--- config.mk ---
export PLATFORM = sky130hd
export DESIGN_NAME = down_counter_timer_flat
export DESIGN_NICKNAME = d
export VERILOG_FILES = /design/src/rtl/down_counter_timer_if.sv /design/src/rtl/down_counter_timer.sv /design/src/flat_wrapper.sv
export SDC_FILE = /design/constraint.sdc
export NUM_CORES = 1
export LEC_CHECK = 0
export CAP_MARGIN = 0
export CORE_UTILIZATION = 45
export CTS_BUF_LIST = sky130_fd_sc_hd__clkbuf_2
export DETAILED_ROUTE_END_ITERATION = 10
export DONT_BUFFER_PORTS = 1
export SETUP_SLACK_MARGIN = 0.05
export SLEW_MARGIN = 0
export SYNTH_ARGS = -nofsm -noshare
export SYNTH_HDL_FRONTEND = slang
export SYNTH_SLANG_ARGS = --single-unit
--- constraint.sdc ---
create_clock -name clk -period 4.15 [get_ports clk]
set_input_delay 0.415 -clock clk [delete_from_list [all_inputs] [get_ports clk]]
set_output_delay 0.415 -clock clk [all_outputs]
set_load 0.01 [all_outputs]
--- src/rtl/down_counter_timer_if.sv ---
// Load-port interface for down_counter_timer: valid/ready transfer of a start value.
interface down_counter_timer_if #(
  parameter int unsigned WIDTH = 4
);
  logic             load_valid;
  logic             load_ready;
  logic [WIDTH-1:0] load_val;

  modport master (output load_valid, output load_val, input load_ready);
  modport slave  (input load_valid, input load_val, output load_ready);
endinterface

--- src/rtl/down_counter_timer.sv ---
// Loadable down-counter/timer with valid/ready load, start/pause control and terminal-count pulse.
// Optional periodic mode: define DOWN_COUNTER_AUTO_RELOAD_EN to reload the last load value at terminal count.
module down_counter_timer #(
  parameter int unsigned WIDTH = 4
) (
  input  logic             clk,
  input  logic             rst,
  down_counter_timer_if.slave load,
  input  logic             start,
  input  logic             pause,
  output logic [WIDTH-1:0] count,
  output logic             tc,
  output logic             busy,
  output logic             done
);

  typedef enum logic [2:0] {
    S_IDLE,
    S_LOADED,
    S_RUN,
    S_PAUSED,
    S_DONE
  } state_t;

  localparam logic [WIDTH-1:0] ZERO = WIDTH'(0);
  localparam logic [WIDTH-1:0] ONE  = WIDTH'(1);

  state_t           r_state;
  logic [WIDTH-1:0] r_count;
  logic             r_tc;
  logic             r_busy;
  logic             r_done;
  logic             r_load_ready;
`ifdef DOWN_COUNTER_AUTO_RELOAD_EN
  logic [WIDTH-1:0] r_reload;
`endif

  logic w_load_fire;

  // Ready is only high in IDLE/LOADED/DONE, so a transfer always wins over start.
  assign w_load_fire = load.load_valid && r_load_ready;

  always_ff @(posedge clk or posedge rst) begin
    if (rst) begin
      r_state      <= S_IDLE;
      r_count      <= ZERO;
      r_tc         <= 1'b0;
      r_busy       <= 1'b0;
      r_done       <= 1'b0;
      r_load_ready <= 1'b1;
`ifdef DOWN_COUNTER_AUTO_RELOAD_EN
      r_reload     <= ZERO;
`endif
    end else begin
      r_tc <= 1'b0;
      if (w_load_fire) begin
        r_state      <= S_LOADED;
        r_count      <= load.load_val;
        r_busy       <= 1'b0;
        r_done       <= 1'b0;
        r_load_ready <= 1'b1;
`ifdef DOWN_COUNTER_AUTO_RELOAD_EN
        r_reload     <= load.load_val;
`endif
      end else begin
        case (r_state)
          S_LOADED: begin
            if (start) begin
              if (r_count != ZERO) begin
                r_state      <= S_RUN;
                r_busy       <= 1'b1;
                r_load_ready <= 1'b0;
              end else begin
                r_state      <= S_DONE;
                r_tc         <= 1'b1;
                r_done       <= 1'b1;
              end
            end
          end
          S_RUN: begin
            if (pause) begin
              r_state <= S_PAUSED;
            end else if (r_count == ONE) begin
              r_tc <= 1'b1;
`ifdef DOWN_COUNTER_AUTO_RELOAD_EN
              r_count <= r_reload;
`else
              r_count      <= ZERO;
              r_state      <= S_DONE;
              r_busy       <= 1'b0;
              r_done       <= 1'b1;
              r_load_ready <= 1'b1;
`endif
            end else if (r_count != ZERO) begin
              r_count <= r_count - ONE;
            end else begin
              // Unreachable guard: never decrement through zero.
              r_state      <= S_DONE;
              r_busy       <= 1'b0;
              r_done       <= 1'b1;
              r_load_ready <= 1'b1;
            end
          end
          S_PAUSED: begin
            if (!pause) begin
              r_state <= S_RUN;
            end
          end
          default: begin
          end
        endcase
      end
    end
  end

  assign load.load_ready = r_load_ready;
  assign count           = r_count;
  assign tc              = r_tc;
  assign busy            = r_busy;
  assign done            = r_done;

endmodule

--- src/flat_wrapper.sv ---
// flat-port wrapper written by rule: the top's interface ports become plain ports
module down_counter_timer_flat 
#(
  parameter int unsigned WIDTH = 4
)
  (clk, rst, start, pause, count, tc, busy, done, load_load_valid, load_load_val, load_load_ready);
  down_counter_timer_if #(.WIDTH(WIDTH)) load_i ();
  input  logic clk;
  input  logic rst;
  input  logic start;
  input  logic pause;
  output logic [WIDTH-1:0] count;
  output logic tc;
  output logic busy;
  output logic done;
  input wire logic [$bits(load_i.load_valid)-1:0] load_load_valid;
  input wire logic [$bits(load_i.load_val)-1:0] load_load_val;
  output wire logic [$bits(load_i.load_ready)-1:0] load_load_ready;
  assign load_i.load_valid = load_load_valid;
  assign load_i.load_val = load_load_val;
  assign load_load_ready = load_i.load_ready;
  down_counter_timer #(.WIDTH(WIDTH)) u_core (.clk(clk), .rst(rst), .load(load_i), .start(start), .pause(pause), .count(count), .tc(tc), .busy(busy), .done(done));
endmodule
# After elaboration in Yosys (flattened, before gate mapping)
# Cells that the tools add are included.
# word_totals
mem_count	0
latch_bits	0
input_bits	9
mem_bits_rw	0
out_inout_bits	8
reg_bits	11
elab_cells	67
romBits	0
# op_classes
div_mod_pow	0
multipliers	0
n_mux	39
n_bitwise	0
order_cmp	0
n_eq_ne	11
n_reduce_logical	10
n_addsub	1
shifts	0
# ops
operator	n
1-bit 2-to-1 mux	22
3-bit 2-to-1 mux	7
4-bit 2-to-1 mux	5
3-bit by 2-bit != test with 1-bit output (second input constant)	3
3-bit case mux with 3 select lines	1
1-bit case mux with 2 select lines	4
4-bit nonzero test	2
3-bit by 2-bit == test with 1-bit output (second input constant)	2
3-bit AND reduction	2
3-bit nonzero test	2
5-bit by 3-bit != test with 1-bit output (second input constant)	1
5-bit AND reduction	1
4-bit by 1-bit == test with 1-bit output (second input constant)	1
4-bit by 2-bit != test with 1-bit output (second input constant)	1
4-bit AND reduction	1
4-bit by 1-bit subtractor with 4-bit output (second input constant)	1
3-bit by 1-bit == test with 1-bit output (second input constant)	1
3-bit by 1-bit != test with 1-bit output (second input constant)	1
2-bit by 1-bit != test with 1-bit output (second input constant)	1
2-bit nonzero test	1
1-bit logical AND	1

# Logic depth before layout (Yosys ltp)
# Gate-level depths: netlist (run 1).
# logic_depth
depth_word	6
depth_mapped	6
depth_no_buf	6

# Worst setup path after synthesis (run 1)
# OpenSTA, ideal clock, no wires.
# synth_path
path_type	reg2reg
startpoint	register u_core.r_count[0], in the netlist u_core.count[0]
endpoint	register u_core.r_load_ready, in the netlist u_core.load.load_ready
t_arrival_ns	1.755
t_required_ns	4.070
synth_period_minus_slack_ns	1.834
setup_slack_ns	2.316
setup_ns	0.080
path_stages_with_launch	7
n_path_buf	0
path_cell_list	dfrtp_1 inv_1 ha_1 or3b_2 nor3b_1 nor3_1 o22a_1
# synth_via
elab_chain_cells	5
word_cells_on_any_way	9
classes_between	eq/ne: 3; mux: 4; reduce/logical: 2
# synth_rtl
item	line	source
start: declaration	down_counter_timer.sv:29	logic [WIDTH-1:0] r_count;
start signal: assignment	down_counter_timer.sv:58	r_count <= load.load_val;
start signal: assignment	down_counter_timer.sv:95	r_count <= r_count - ONE;
4-bit by 1-bit == test with 1-bit output	down_counter_timer.sv:83	end else if (r_count == ONE) begin
1-bit 2-to-1 mux	down_counter_timer.sv:83	
1-bit 2-to-1 mux	down_counter_timer.sv:81	if (pause) begin
1-bit case mux with 2 select lines	down_counter_timer.sv:66	case (r_state)
1-bit 2-to-1 mux	down_counter_timer.sv:56	if (w_load_fire) begin
end signal: assignment	down_counter_timer.sv:61	r_load_ready <= 1'b1;
end signal: assignment	down_counter_timer.sv:72	r_load_ready <= 1'b0;
end signal: assignment	down_counter_timer.sv:92	r_load_ready <= 1'b1;
end: declaration	down_counter_timer.sv:33	logic r_load_ready;
# Parallel ways exist; a longest one is shown, timed or not. The select of a mux whose other input is x is not followed.
# A chain may end at the register's enable or synchronous reset.

# Worst setup path after layout (run 1)
# layout_path
startpoint	register u_core.r_count[1], in the netlist u_core.count[1]
endpoint	register u_core.r_tc, in the netlist u_core.tc
# layout_via
elab_chain_cells	5
word_cells_on_any_way	8
classes_between	eq/ne: 1; mux: 6; reduce/logical: 1
# layout_rtl
item	line	source
4-bit by 1-bit == test with 1-bit output / 4-bit nonzero test (equally long branches)	down_counter_timer.sv:83, down_counter_timer.sv:69	
1-bit 2-to-1 mux, on equally long branches	down_counter_timer.sv:83, down_counter_timer.sv:69	
1-bit 2-to-1 mux, on equally long branches	down_counter_timer.sv:81, down_counter_timer.sv:68	
1-bit case mux with 2 select lines (*)	down_counter_timer.sv:66	
1-bit 2-to-1 mux (*)	down_counter_timer.sv:56	
end signal: assignment	down_counter_timer.sv:55	r_tc <= 1'b0;
end signal: assignment	down_counter_timer.sv:75	r_tc <= 1'b1;
end signal: assignment	down_counter_timer.sv:84	r_tc <= 1'b1;
end: declaration	down_counter_timer.sv:30	logic r_tc;
# Every way passes the cells marked *; elsewhere a longest branch is shown, timed or not.

==> results of run 1 <==
[cells in the mapped netlist (2+ instances only)]
cell     instances  area [µm²]
nand2_1          8        30.0
nand3_1          6        30.0
a31oi_1          3        18.8
nor2_1           4        15.0
or3_1            2        12.5
dfrtp_1         10         250
o21ai_0          4        20.0
nor3b_1          2        15.0
o21a_1           3        22.5
nor3_1           2        10.0
ha_1             3        37.5
inv_1            4        15.0
[area by class of cell]
cell class	instances	area (µm²)	share of cell area [%]
Tap cell	15	18.8	2.78
Inverter	4	15.0	2.23
Sequential cell	11	277	41.0
Multi-Input combinational cell	52	344	51.0
Clock buffer	4	20.0	2.97
[worst paths after layout]
| path | startpoint | cells past startpoint | to |
|---|---|---|---|
| setup / recovery | u_core.count[1]$_DFFE_PP0P_ | 6 | u_core.tc$_DFF_PP0_ |
| hold / removal | rst | 1 | u_core.r_state[1]$_DFFE_PP0P_ |
| setup reg to reg | u_core.count[1]$_DFFE_PP0P_ | 6 | u_core.tc$_DFF_PP0_ |
| hold reg to reg | u_core.load.load_ready$_DFFE_PP1P_ | 1 | u_core.load.load_ready$_DFFE_PP1P_ |
| max in group asynchronous | rst | 1 | u_core.load.load_ready$_DFFE_PP1P_ |
| min in group clk | load_load_val[0] | 2 | u_core.count[0]$_DFFE_PP0P_ |
[power by group]
part | internal (W) | switching (W)
Clock | 0.0000256 | 0.0000369
Sequential | 0.000149 | 0.0000736
Combinational | 0.0000807 | 0.0000834
Total | 0.000256 | 0.000194
[layer usage]
metal	vias to the layer above	share of wire, %	wire (µm)	track usage [%]
met3	2	5.5	68	4.55
met4	0	0.49	6	7.76
met1	228	48	589	25.9
li1	258	-	-	-
met2	18	46	565	27.0
met5	-	0	0	0
[cells by family (layout without fill, tap and decap cells)]
group,after synthesis,count (layout),share of synthesized area [%]
buffers and inverters,5,8,2.93
DFF,11,11,43.2
AOI/OAI and AO/OA,17,17,18.6
xor gates and xnor gates,1,1,1.37
adders and majority gates,3,3,5.87
and+or+nand+nor,31,31,28.0
[worst max-delay path: stages, from the launching register on]
cell and delay (ns):
dfrtp_1 0.47, inv_1 0.13, ha_1 0.19, or3b_2 0.50, nor3b_1 0.39, a32oi_1 0.10
nor4_1 0.20
[flip-flops by register name, indices dropped and copies added (netlist names)]
name and count:
u_core.count 4, u_core.tc 1, u_core.r_state 3, u_core.load.load_ready 1, u_core.done 1, u_core.busy 1
[stage by stage]
step | power (W) | std cells | setup slack, ns
finish | 0.000449 | 86 | 2.08
detailed placement | 0.000388 | 82 | 2.13
global route | 0.000494 | 86 | 1.94
floorplan | 0.000351 | 68 | 2.32
global placement | 0.000388 | 82 | 2.16
CTS | 0.000453 | 86 | 2.09
==> out/metrics.yaml, run 1 <==
routing:
  viasPerCell: 5.88
  drc_errors: 0
  wl_mm: 1.23
  drt_iter0_drc: 13
  wl_per_cell_um: 14.3
  ant_nets: 0
  firstDrtPassIters: 4
  num_vias: 506
yosys:
  netlist_instances: 68
  synth_edf_count: 0
  postSynth.asyncResetShare_pct: 100
  syn_avg_cell_area_um2: 9.40
  synth_cell_type_count: 29
  yosys_most_used_dff: "dfrtp_1"
  yosysWarnings: 0
  ys_seq_area_share_pct: 43.2
  syn_nets: 80
  ys_seq_elements: 11
  synth_area_um2: 639
timing:
  post-route-period-util_pct: 50.0
  timing.fmax_mhz: 482
  whs_ns: 0.0147
  rsz0062_at_grt: "false"
  clock_skew_ns: 0.00477
  finalHoldViolations: 0
  post-route-min-period_ns: 2.07
  tightestPinTransition_ns: 0.413
  slew_violations: 0
  setup_viol: 0
  slew-limit-headroom_pct: 72.4
  tns_ns: 0
global_routing:
  grt_pass1_vias: 460
  grt_util_all_layers_pct: 18.7
  antenna_found_initial: 0
  overflow: 0
  grt_first_pass_wirelength_mm: 1.93
  grt_max_degree: 12
placed_design:
  gp_congestion: 0.776
  port_buffers: 0
  place_area_um2: 654
cts:
  cts_max_path_buffers: 2
  clk_pin_slew_ns: 0.12
  cts_resized: 0
  clock_latency_ns: 0.25
  root_buffer: "clkbuf_2"
  clock-sinks: 11
  tritoncts: "yes"
  htreeDepth: 1
  cts_buffers: 3
  ctsHoldBuffers: 0
  post_cts_buffers: 0
critical_path:
  cp.required_ns: 4.30
  worstSetupPathType: "reg -> reg"
  endpoint_kind: "register"
  crit_fanout: 4
  reg2reg_setup_slack_ns: 2.08
  start_kind: "register"
  arrival_ns: 2.23
job:
  max_cap_violations: 0
die:
  row_count: 13
  start_util_pct: 48.5
  die_x_um: 39.7
  ios: 17
  dieArea_mm2: 0.00158
  die_h_um: 39.7
  core_area_mm2: 0.00132
finish:
  fin_nets: 84
  fin_area_um2: 674
  num-fill-cells: 122
  drive_gt1_share_pct: 11.3
  final_common_cell: "dfrtp_1"
  post-route-util_pct: 51.2
  mostFrequentLayoutCells: "10 x dfrtp_1, 8 x nand2_1, 6 x nand3_1"
  area_delta_synth_final_pct: 5.48
  antenna_cells: 0
run_status:
  status: "finished, final reports clean"
min_path:
  hold_class: "in -> async"
pwr:
  cellPowerDensity_mw_per_mm2: 666
  leakage_nw: 0.281
  irDropWorstVdd_mv: 0.277
Note: power is estimated with default switching activity, not from simulation.
==> inputs of run 2 (changes only) <==
Clock period 4.15 ns to 2 ns, I/O delays scaled along.
==> out/metrics.yaml, run 2 (synthesis gave the netlist of run 1 again) <==
critical_path:
  worstSetupPathType: "reg -> reg"
  endpoint_kind: "register"
  crit_chain: "inv_1 > ha_1 > or3b_2 > nor3b_4 > a32oi_1 > nor4_1"
  cp.required_ns: 2.17
  r2r_start: "u_core.count[1]$_DFFE_PP0P_"
  start_kind: "register"
  crit_family: "simple AND/OR/NAND/NOR gates"
  crit_cells: 6
  critPathBufInv: 1
  arrival_ns: 1.98
  reg2reg_to: "u_core.tc$_DFF_PP0_"
  cp_slowest_stage_delay_ns: 0.52
  cp_slowest_cell: "or3b_2"
  reg2reg_setup_slack_ns: 0.19
  crit_fanout: 4
  reg2regPathDepth: 6
global_routing:
  antenna_found_initial: 0
  grt_max_degree: 12
  grt_pass1_vias: 489
  overflow: 0
  grt_first_pass_wirelength_mm: 2.07
  grt_util_all_layers_pct: 20.4
timing:
  slew-limit-headroom_pct: 70.7
  post-route-period-util_pct: 90.4
  finalHoldViolations: 0
  clock_skew_ns: 0.00617
  whs_ns: 0.0671
  slew_violations: 0
  rsz0062_at_grt: "true"
  setup_viol: 0
  tightestPinTransition_ns: 0.439
  timing.fmax_mhz: 553
  post-route-min-period_ns: 1.81
  tns_ns: 0
routing:
  num_vias: 535
  firstDrtPassIters: 4
  ant_nets: 0
  wl_mm: 1.32
  wl_per_cell_um: 14.5
  viasPerCell: 5.88
  drt_iter0_drc: 19
  drc_errors: 0
cts:
  clk_pin_slew_ns: 0.12
  cts_max_path_buffers: 2
  clock_latency_ns: 0.27
  clock-sinks: 11
  post_cts_buffers: 0
  root_buffer: "clkbuf_2"
  cts_buffers: 3
  tritoncts: "yes"
  htreeDepth: 1
run_status:
  status: "finished, final reports clean"
placed_design:
  hpwlAfterDp_um: 982
  gp_congestion: 0.738
  port_buffers: 0
pwr:
  cellPowerDensity_mw_per_mm2: 1390
  irDropWorstVdd_mv: 0.631
  leakage_nw: 0.315
finish:
  largest_register_ffs: 4
  area_delta_synth_final_pct: 13.5
  fin_nets: 89
  final_common_cell: "dfrtp_1"
  antenna_cells: 0
  drive_gt1_share_pct: 17.1
  num-fill-cells: 126
  mostFrequentLayoutCells: "10 x dfrtp_1, 8 x nand2_1, 6 x nand3_1"
job:
  max_cap_violations: 0
die:
  die_x_um: 39.7
  start_util_pct: 48.5
  dieArea_mm2: 0.00158
  row_count: 13
  ios: 17
  die_h_um: 39.7
  core_area_mm2: 0.00132
min_path:
  holdPathStages: 2
  whs_endpoint: "u_core.count[0]$_DFFE_PP0P_"
  min_from: "load_load_val[0]"
  hold_class: "in -> reg"
-- run 2: cell count changes in the layout (fill, tap and decap cells not counted) --
cell | previous run | this run
nor3b_1 | 2 | 1
o21ai_0 | 4 | 3
buf_4 | 0 | 4
nor3b_4 | 0 | 1
o21ai_1 | 0 | 1
dlygate4sd3_1 | 0 | 1
-- run 2: how the worst max path moves through the flow --
stage | start | endpoint | slack (ns)
after floorplan | u_core.count[0]$_DFFE_PP0P_ | u_core.load.load_ready$_DFFE_PP1P_ | 0.17
after global placement | u_core.count[1]$_DFFE_PP0P_ | u_core.tc$_DFF_PP0_ | 0.12
after detailed placement | u_core.count[1]$_DFFE_PP0P_ | u_core.busy$_DFFE_PP0P_ | 0.09
after CTS | u_core.count[1]$_DFFE_PP0P_ | u_core.tc$_DFF_PP0_ | 0.05
after global routing | u_core.count[1]$_DFFE_PP0P_ | u_core.busy$_DFFE_PP0P_ | 0.01
final | u_core.count[1]$_DFFE_PP0P_ | u_core.tc$_DFF_PP0_ | 0.19
-- run 2: layout make-up --
| type | count | area, µm² | share of cell area (%) |
|---|---|---|---|
| repair buffers | 5 | 40.0 | 5.52 |
| well taps | 15 | 18.8 | 2.59 |
| clock buffers | 4 | 20.0 | 2.76 |
| flip-flops and latches | 11 | 277 | 38.1 |
| inverters | 4 | 15.0 | 2.07 |
| multi-input cells | 52 | 355 | 49.0 |
-- run 2: per-layer routing --
metal / wire (µm) / track usage, % / vias up / part of all wire (%)
met4: 26 / 12.9 / 0 / 2.0
li1: - / - / 270 / -
met5: 0 / 0 / - / 0
met2: 571 / 28.3 / 17 / 43
met1: 656 / 27.5 / 243 / 50
met3: 70 / 5.11 / 5 / 5.3
-- run 2: power breakdown --
group / switching [W] / internal [W] / total, W
registers: 0.000112 / 0.000310 / 0.000422
logic: 0.000235 / 0.000214 / 0.000450
clock network: 0.0000819 / 0.0000530 / 0.000135
-- run 2: what timing repair did --
action / 4_1_cts / 5_1_grt
hold buffers: 1 / 0
hold endpoints to repair: 10 / 0
resized for setup: 0 / 3
endpoints found under the setup margin: 0 / 4
-- run 2: through the flow --
| stage | utilization, % | setup WS (ns) | cell area, µm² | std cells | total power (W) |
|---|---|---|---|---|---|
| final | 55.1 | 0.192 | 726 | 91 | 0.00101 |
| after global routing | 55.1 | 0.0139 | 726 | 91 | 0.00110 |
| after CTS | 54.2 | 0.0516 | 714 | 91 | 0.000997 |
| after detailed placement | 51.9 | 0.0888 | 684 | 86 | 0.000859 |
| after global placement | 51.9 | 0.122 | 684 | 86 | 0.000858 |
| after floorplan | - | 0.166 | 639 | 68 | 0.000729 |
==> inputs of run 3 (changes only) <==
Clock period 2 ns to 2.08 ns, I/O delays scaled along.
==> out/metrics.yaml, run 3 (synthesis gave the netlist of run 1 again) <==
finish:
  fin_nets: 89
  drive_gt1_share_pct: 17.1
  mostFrequentLayoutCells: "10 x dfrtp_1, 8 x nand2_1, 6 x nand3_1"
  antenna_cells: 0
  final_common_cell: "dfrtp_1"
  largest_register_ffs: 4
  area_delta_synth_final_pct: 12.5
  fin_cells: 91
cts:
  clock_latency_ns: 0.27
  cts_buffers: 3
  htreeDepth: 1
  clock-sinks: 11
  root_buffer: "clkbuf_2"
  cts_max_path_buffers: 2
  tritoncts: "yes"
  clk_pin_slew_ns: 0.12
  post_cts_buffers: 0
pwr:
  power_switching_w: 0.000406
  pwr-share-comb_pct: 44.3
  leakage_nw: 0.307
  p_int_w: 0.000551
  p_sw_share_pct: 42.4
  cellPowerDensity_mw_per_mm2: 1330
  irDropWorstVdd_mv: 0.605
  clockPowerShare_pct: 13.6
  p_seq_share_pct: 42.1
timing:
  tightestPinTransition_ns: 0.438
  slew-limit-headroom_pct: 70.8
  slew_violations: 0
  post-route-period-util_pct: 87.8
  timing.fmax_mhz: 548
  clock_skew_ns: 0.00677
  setup_viol: 0
  tns_ns: 0
  worst_slack_ns: 0.254
  post-route-min-period_ns: 1.83
  rsz0062_at_grt: "false"
  finalHoldViolations: 0
placed_design:
  gp_congestion: 0.738
  place_inst: 86
  hpwlAfterDp_um: 982
  port_buffers: 0
  preCtsSetupSlack_ns: 0.169
routing:
  ant_nets: 0
  drt_iter0_drc: 10
  viasPerCell: 5.90
  drc_errors: 0
  wl_per_cell_um: 14.6
  wl_mm: 1.33
  top_layer_used: "met4"
  route.met2.wl_um: 557
  num_vias: 537
  firstDrtPassIters: 4
  met3_length_um: 61
  met1_length_um: 680
global_routing:
  grt_first_pass_wirelength_mm: 2.07
  antenna_found_initial: 0
  grt_pass1_vias: 489
  overflow: 0
  grt_util_all_layers_pct: 20.4
  grt_max_degree: 12
die:
  start_util_pct: 48.5
  core_area_mm2: 0.00132
  ios: 17
  row_count: 13
  die_h_um: 39.7
  dieArea_mm2: 0.00158
  die_x_um: 39.7
critical_path:
  worstSetupPathType: "reg -> reg"
  endpoint_kind: "register"
  crit_fanout: 4
  cp.required_ns: 2.25
  arrival_ns: 2.00
  start_kind: "register"
min_path:
  hold_class: "in -> reg"
job:
  max_cap_violations: 0
run_status:
  status: "finished, final reports clean"
## run 3: critical path, stage by stage (launching register included)
cell	delay [ns]
dfrtp_1	0.40
inv_1	0.10
ha_1	0.18
or3b_2	0.50
nor3b_2	0.27
a32oi_1	0.09
nor4_1	0.19
## run 3: layout make-up
class	count	area (µm²)
fillers	125	598
well taps	15	18.8
multi-input cells	52	349
inverters	4	15.0
clock buffers	4	20.0
flip-flops and latches	11	277
repair buffers	5	40.0
## run 3: layer usage
metal  vias to the layer above  GRT usage [%]
met5                         -              0
met4                         0           12.9
met3                         5           5.11
met2                        17           28.3
met1                       247           27.5
li1                        268              -
## run 3: metrics by stage
stage	instance area (µm²)	hold WS, ns	power (W)	utilization (%)
after floorplan	639	0.0597	0.000701	-
after global placement	684	0.123	0.000825	51.9
after CTS	714	0.0639	0.000959	54.2
after global routing	719	0.0809	0.00104	54.6
after detailed placement	684	0.126	0.000826	51.9
final	719	0.0706	0.000958	54.6
## run 3: what timing repair did
item,CTS,global route
endpoints found under the setup margin,0,3
endpoints found under the hold margin,10,0
resized for setup,0,1
hold buffers,1,0
## run 3: path summary, 6_finish.rpt
path	end	cells after the start	slack [ns]	start
worst max-delay path	u_core.tc$_DFF_PP0_	6	0.25	u_core.count[1]$_DFFE_PP0P_
worst min-delay path	u_core.count[0]$_DFFE_PP0P_	2	0.07	load_load_val[0]
worst max register to register	u_core.tc$_DFF_PP0_	6	0.25	u_core.count[1]$_DFFE_PP0P_
worst min register to register	u_core.load.load_ready$_DFFE_PP1P_	1	0.57	u_core.load.load_ready$_DFFE_PP1P_
max in group asynchronous	u_core.load.load_ready$_DFFE_PP1P_	2	1.39	rst
min in group asynchronous	u_core.count[0]$_DFFE_PP0P_	2	0.36	rst
## run 3: power by group through the flow
stage               clock network, W  registers, W  logic [W]
floorplan                          0      0.000420   0.000281
global placement                   0      0.000409   0.000416
detailed placement                 0      0.000407   0.000419
CTS                         0.000134      0.000403   0.000422
global route                0.000138      0.000421   0.000483
finish                      0.000130      0.000403   0.000424
